--- src/rtl/fft16_unloader.sv ---
`timescale 1ns/1ps
`default_nettype none
// ============================================================================
// Module      : fft16_unloader
// Description : Ping-pong frame buffer that captures one 16-lane complex
//               butterfly result per handshake and streams it out one sample
//               per cycle in natural (bit-reversed-lane) order, with optional
//               power-of-two down-scaling of every IEEE-754 output word.
// Revision    : 1.0 - initial release
// ============================================================================
module fft16_unloader #(
    parameter int SCALE_SHIFT = 0
) (
    input  logic         clk,
    input  logic         rst,
    input  logic [511:0] in_real,
    input  logic [511:0] in_img,
    input  logic         in_valid,
    output logic         in_ready,
    output logic [31:0]  out_real,
    output logic [31:0]  out_img,
    output logic [3:0]   out_index,
    output logic         out_last,
    output logic         out_valid,
    input  logic         out_ready
);

    typedef enum logic [0:0] {
        IDLE   = 1'b0,
        STREAM = 1'b1
    } state_t;

    localparam logic [7:0] c_SHIFT = 8'(SCALE_SHIFT);

    logic [511:0] r_bank_real [2];
    logic [511:0] r_bank_img  [2];
    logic [1:0]   r_full;
    logic         r_wr_sel;
    logic         r_rd_sel;
    logic [3:0]   r_cnt;
    state_t       r_state;

    logic [1:0]   w_full_next;
    logic         w_rd_sel_next;
    logic [3:0]   w_cnt_next;
    state_t       w_state_next;
    logic         w_capture;
    logic [3:0]   w_lane;
    logic [31:0]  w_raw_real;
    logic [31:0]  w_raw_img;

    // Exponent reduction: Inf/NaN untouched, underflow flushes to signed zero.
    function automatic logic [31:0] f_scale(input logic [31:0] w);
        logic [7:0] e;
        e       = w[30:23];
        f_scale = w;
        if (SCALE_SHIFT > 0) begin
            if (e == 8'hFF) begin
                f_scale = w;
            end else if (e <= c_SHIFT) begin
                f_scale = {w[31], 31'd0};
            end else begin
                f_scale = {w[31], e - c_SHIFT, w[22:0]};
            end
        end
    endfunction

    // Write side only looks at registered flags, so a freed bank opens next cycle.
    assign in_ready  = !r_full[r_wr_sel];
    assign w_capture = in_valid && in_ready;

    // Frame storage; contents need no reset because the full flags gate them.
    always_ff @(posedge clk) begin
        if (w_capture) begin
            r_bank_real[r_wr_sel] <= in_real;
            r_bank_img[r_wr_sel]  <= in_img;
        end
    end

    // Next-state logic for flags, selects, sample counter and read FSM.
    always_comb begin
        w_full_next   = r_full;
        w_rd_sel_next = r_rd_sel;
        w_cnt_next    = r_cnt;
        if (w_capture) begin
            w_full_next[r_wr_sel] = 1'b1;
        end
        case (r_state)
            STREAM: begin
                if (out_ready) begin
                    if (r_cnt == 4'hF) begin
                        w_full_next[r_rd_sel] = 1'b0;
                        w_rd_sel_next         = ~r_rd_sel;
                        w_cnt_next            = 4'h0;
                    end else begin
                        w_cnt_next = r_cnt + 4'h1;
                    end
                end
            end
            default: begin
                w_cnt_next = r_cnt;
            end
        endcase
        // STREAM exactly when the bank about to be read holds a frame.
        w_state_next = w_full_next[w_rd_sel_next] ? STREAM : IDLE;
    end

    // State register for flags, selects, counter and FSM.
    always_ff @(posedge clk or posedge rst) begin
        if (rst) begin
            r_full   <= 2'b00;
            r_wr_sel <= 1'b0;
            r_rd_sel <= 1'b0;
            r_cnt    <= 4'h0;
            r_state  <= IDLE;
        end else begin
            r_full   <= w_full_next;
            r_rd_sel <= w_rd_sel_next;
            r_cnt    <= w_cnt_next;
            r_state  <= w_state_next;
            if (w_capture) begin
                r_wr_sel <= ~r_wr_sel;
            end
        end
    end

    // Natural-order bin n lives in butterfly lane bitrev4(n).
    assign w_lane     = {r_cnt[0], r_cnt[1], r_cnt[2], r_cnt[3]};
    assign w_raw_real = r_bank_real[r_rd_sel][{w_lane, 5'b00000} +: 32];
    assign w_raw_img  = r_bank_img[r_rd_sel][{w_lane, 5'b00000} +: 32];

    assign out_valid = (r_state == STREAM);
    assign out_index = r_cnt;
    assign out_last  = out_valid && (r_cnt == 4'hF);
    assign out_real  = out_valid ? f_scale(w_raw_real) : 32'd0;
    assign out_img   = out_valid ? f_scale(w_raw_img)  : 32'd0;

endmodule
`default_nettype wire

--- config.mk ---
export PLATFORM = sky130hd
export DESIGN_NAME = fft16_unloader
export DESIGN_NICKNAME = d
export VERILOG_FILES = /design/src/rtl/fft16_unloader.sv
export SDC_FILE = /design/constraint.sdc
export NUM_CORES = 2
export LEC_CHECK = 0
export ABC_AREA = 1
export ABC_CLOCK_PERIOD_IN_PS = 48200
export BUFFER_PORTS_ARGS = -buffer_cell sky130_fd_sc_hd__buf_2
export CAP_MARGIN = 20
export CORE_ASPECT_RATIO = 0.7
export CORE_MARGIN = 2
export CORE_UTILIZATION = 45
export DETAILED_ROUTE_END_ITERATION = 10
export PLACE_DENSITY = 0.77
export REMOVE_ABC_BUFFERS = 1
export SYNTH_ARGS = -nofsm -noshare
export SYNTH_HDL_FRONTEND = slang
export SYNTH_SLANG_ARGS = --single-unit
--- constraint.sdc ---
create_clock -name clk -period 48.2 [get_ports clk]
set_input_delay 4.82 -clock clk [delete_from_list [all_inputs] [get_ports clk]]
set_output_delay 4.82 -clock clk [all_outputs]
set_load 0.05 [all_outputs]
==> metrics <==
Core ar. ~180,000 µm²; largest net degree at the start of global routing 213; antenna-violating nets left 0; Die Width 516 µm; reg-to-reg slack, setup 42,520 ps; CP Class register to output pin; Primary FF master, synth edfxtp_1; Total GRT Usage 0.241; synth warn 0; WP data arrival 6420 ps; commonest cells after routing, fill and taps aside nand2_1, edfxtp_1, nand3_1; Tmin final 11,240 ps; Netlist Area Pre-Place 82,600 µm²; Layout fillers 15,000; CTS Hold Buffers Added 0; clock slew seen by the registers of the worst setup and hold paths 60 ps; Reg-to-Reg Start r_full[0]; design area 96,100 µm²; CTS tree yes; ys async rst share 0.00438; Slew HR 0.0131; CP endpoint out_real[5]; port buffer count 1,098; total die area 187,000 µm²; Post-synth EDFFs 2,048; crit start category register; Clock Sinks 2,057; DPL Wire Length between 100,000 and 150,000 µm; Avg Vias per Cell 5.49; GRT overflow 0; placed insts a little over 10,000; pre-CTS setup slack 37,860 ps; static leakage 36.8 nW; Detailed Route WL around 240,000 µm; Seq cells post-synth between 2,000 and 2,500; final-report hold violation count 0; layout cells sized above 1 0.183; Setup crit end kind output pin; Mapped Cells approximately 6,900; Final WS setup 36,960 ps; Worst Clk Skew 38.0 ps; post-CTS setup buffer count 0; status completed; PwrDens a little under 60 nW/µm²; Initial Util 0.453; Reg2Reg Depth 7; Ports 1,099; Final period util 0.233; CP Data Required Time between 40,000 and 50,000 ps; first-pass iteration count of the detailed router 6; register area share after synthesis 0.747; Hold WS between 500 and 600 ps; later-pin clock latency in the skew report 820 ps; nets 8,919; Yosys top cell area share 0.745; commonest non-fill, non-tap cell in the layout nand2_1; Avg Inst Size Synth roughly 12 µm²; post-synth cell types 22; Max H-tree Level 4; Slew Limit Fails 0; fmax 89.0 MHz; Max VDD drop 0.0546 mV; initial antenna violation count a little under 200; RSZ-0062 raised after global routing no; largest cells by area after synthesis edfxtp_1, nand2_1, nand3_1; worst setup path start r_rd_sel; WL/cell 22.4 µm; Placement Rows approximately 130; Yosys top cell by area edfxtp_1; Worst Path Max Fanout around 150; post_cts resized 0; Cell Area, Placed between 80,000 and 90,000 µm²; Root Buffer clkbuf_16; Via Count a little under 60,000; # setup viols final 0; Least-Margin Pin Slew 1480 ps; global-route wire length before repair between 300,000 and 400,000 µm; Longest Clk Path Bufs 4; DRC violations left 0; reg2reg end r_bank_img[0][304]; Max-Cap Viols 0; HP Class register to register; P&R area growth vs syn 16.4%; non-filler cells, final 10,600; TNS Setup 0 ps; die height 362 µm; vias in the first global route between 50,000 and 60,000; CTS Buf Count about 190; drt first-iter violations 7,507; GPL Wtd Cong 0.856
cell usage after synthesis, types with 7 or more instances:
master,number
nand2_1,2867
edfxtp_1,2048
nand3_1,1129
a21oi_1,285
buf_2,181
clkbuf_1,121
nor2_1,86
inv_1,64
buf_4,56
buf_1,32
buf_6,29
dfrtp_1,9
or2_2,9
o211ai_1,7
cells by family (layout without fill, tap and decap cells):
family / Yosys count / after routing / share of synthesized area
DFF: 2057 / 2057 / 0.747
AOI/OAI and AO/OA: 298 / 298 / 0.0183
adders and majority gates: 1 / 1 / 0.000151
and+or+nand+nor: 4093 / 4093 / 0.203
other: 0 / 144 / 0
buffers and inverters: 490 / 1581 / 0.0305
xor gates and xnor gates: 1 / 1 / 0.000106
metal layers:
layer	routed length (µm)	up-vias	global-route usage
met5	849	-	0
met4	12600	132	0.134
met3	25600	740	0.0668
met2	114000	3482	0.385
met1	84900	27900	0.296
li1	-	26200	-
registers in the layout (all words and copies together) (netlist names):
signal	cells
r_bank_img	1024
r_full	2
out_index	4
r_wr_sel	1
out_valid	1
r_rd_sel	1
r_bank_real	1024
how the worst min path moves through the flow:
stage / startpoint / to / slack, ps / cells after the start
finish: r_wr_sel / r_wr_sel / 560 / 2
global route: r_wr_sel / r_wr_sel / 580 / 2
CTS: r_wr_sel / r_wr_sel / 560 / 2
detailed placement: r_full[0] / r_full[0] / 550 / 2
global placement: r_wr_sel / r_wr_sel / 530 / 2
floorplan: r_full[1] / r_full[1] / 470 / 2
metrics by stage:
stage | utilization | power, W
3_3_place_gp | 0.492 | 0.00412
5_1_grt | 0.527 | 0.00589
2_1_floorplan | - | 0.00413
6_report | 0.527 | 0.00565
3_5_place_dp | 0.492 | 0.00416
4_1_cts | 0.525 | 0.00564
where the power goes:
part           switching (W)  total [W]  internal [W]
Combinational        0.00146    0.00194      0.000481
Clock               0.000658    0.00150      0.000842
Sequential         0.0000676    0.00220       0.00213
Total                0.00219    0.00565       0.00346
layout make-up:
cell class	count	area (µm²)	area share
well taps	2460	3080	0.0320
clock inverters	105	1030	0.0108
diodes	144	360	0.00375
repair buffers	1175	6160	0.0641
flip-flops and latches	2057	61700	0.643
clock buffers	232	5040	0.0524
inverters	69	304	0.00316
multi-input cells	4393	18400	0.191
worst max-delay path, cell delays in order (launching register included):
cell	delay [ps]
dfrtp_4	730
inv_8	740
buf_4	850
buf_4	820
buf_4	870
nand2_1	170
nand2_1	110
nand2_1	50
nand2_1	90
nor2_1	50
nand2_1	60
nand3_1	90
a21oi_1	410
buf_2	350
Power figures use the tool's default switching activity.
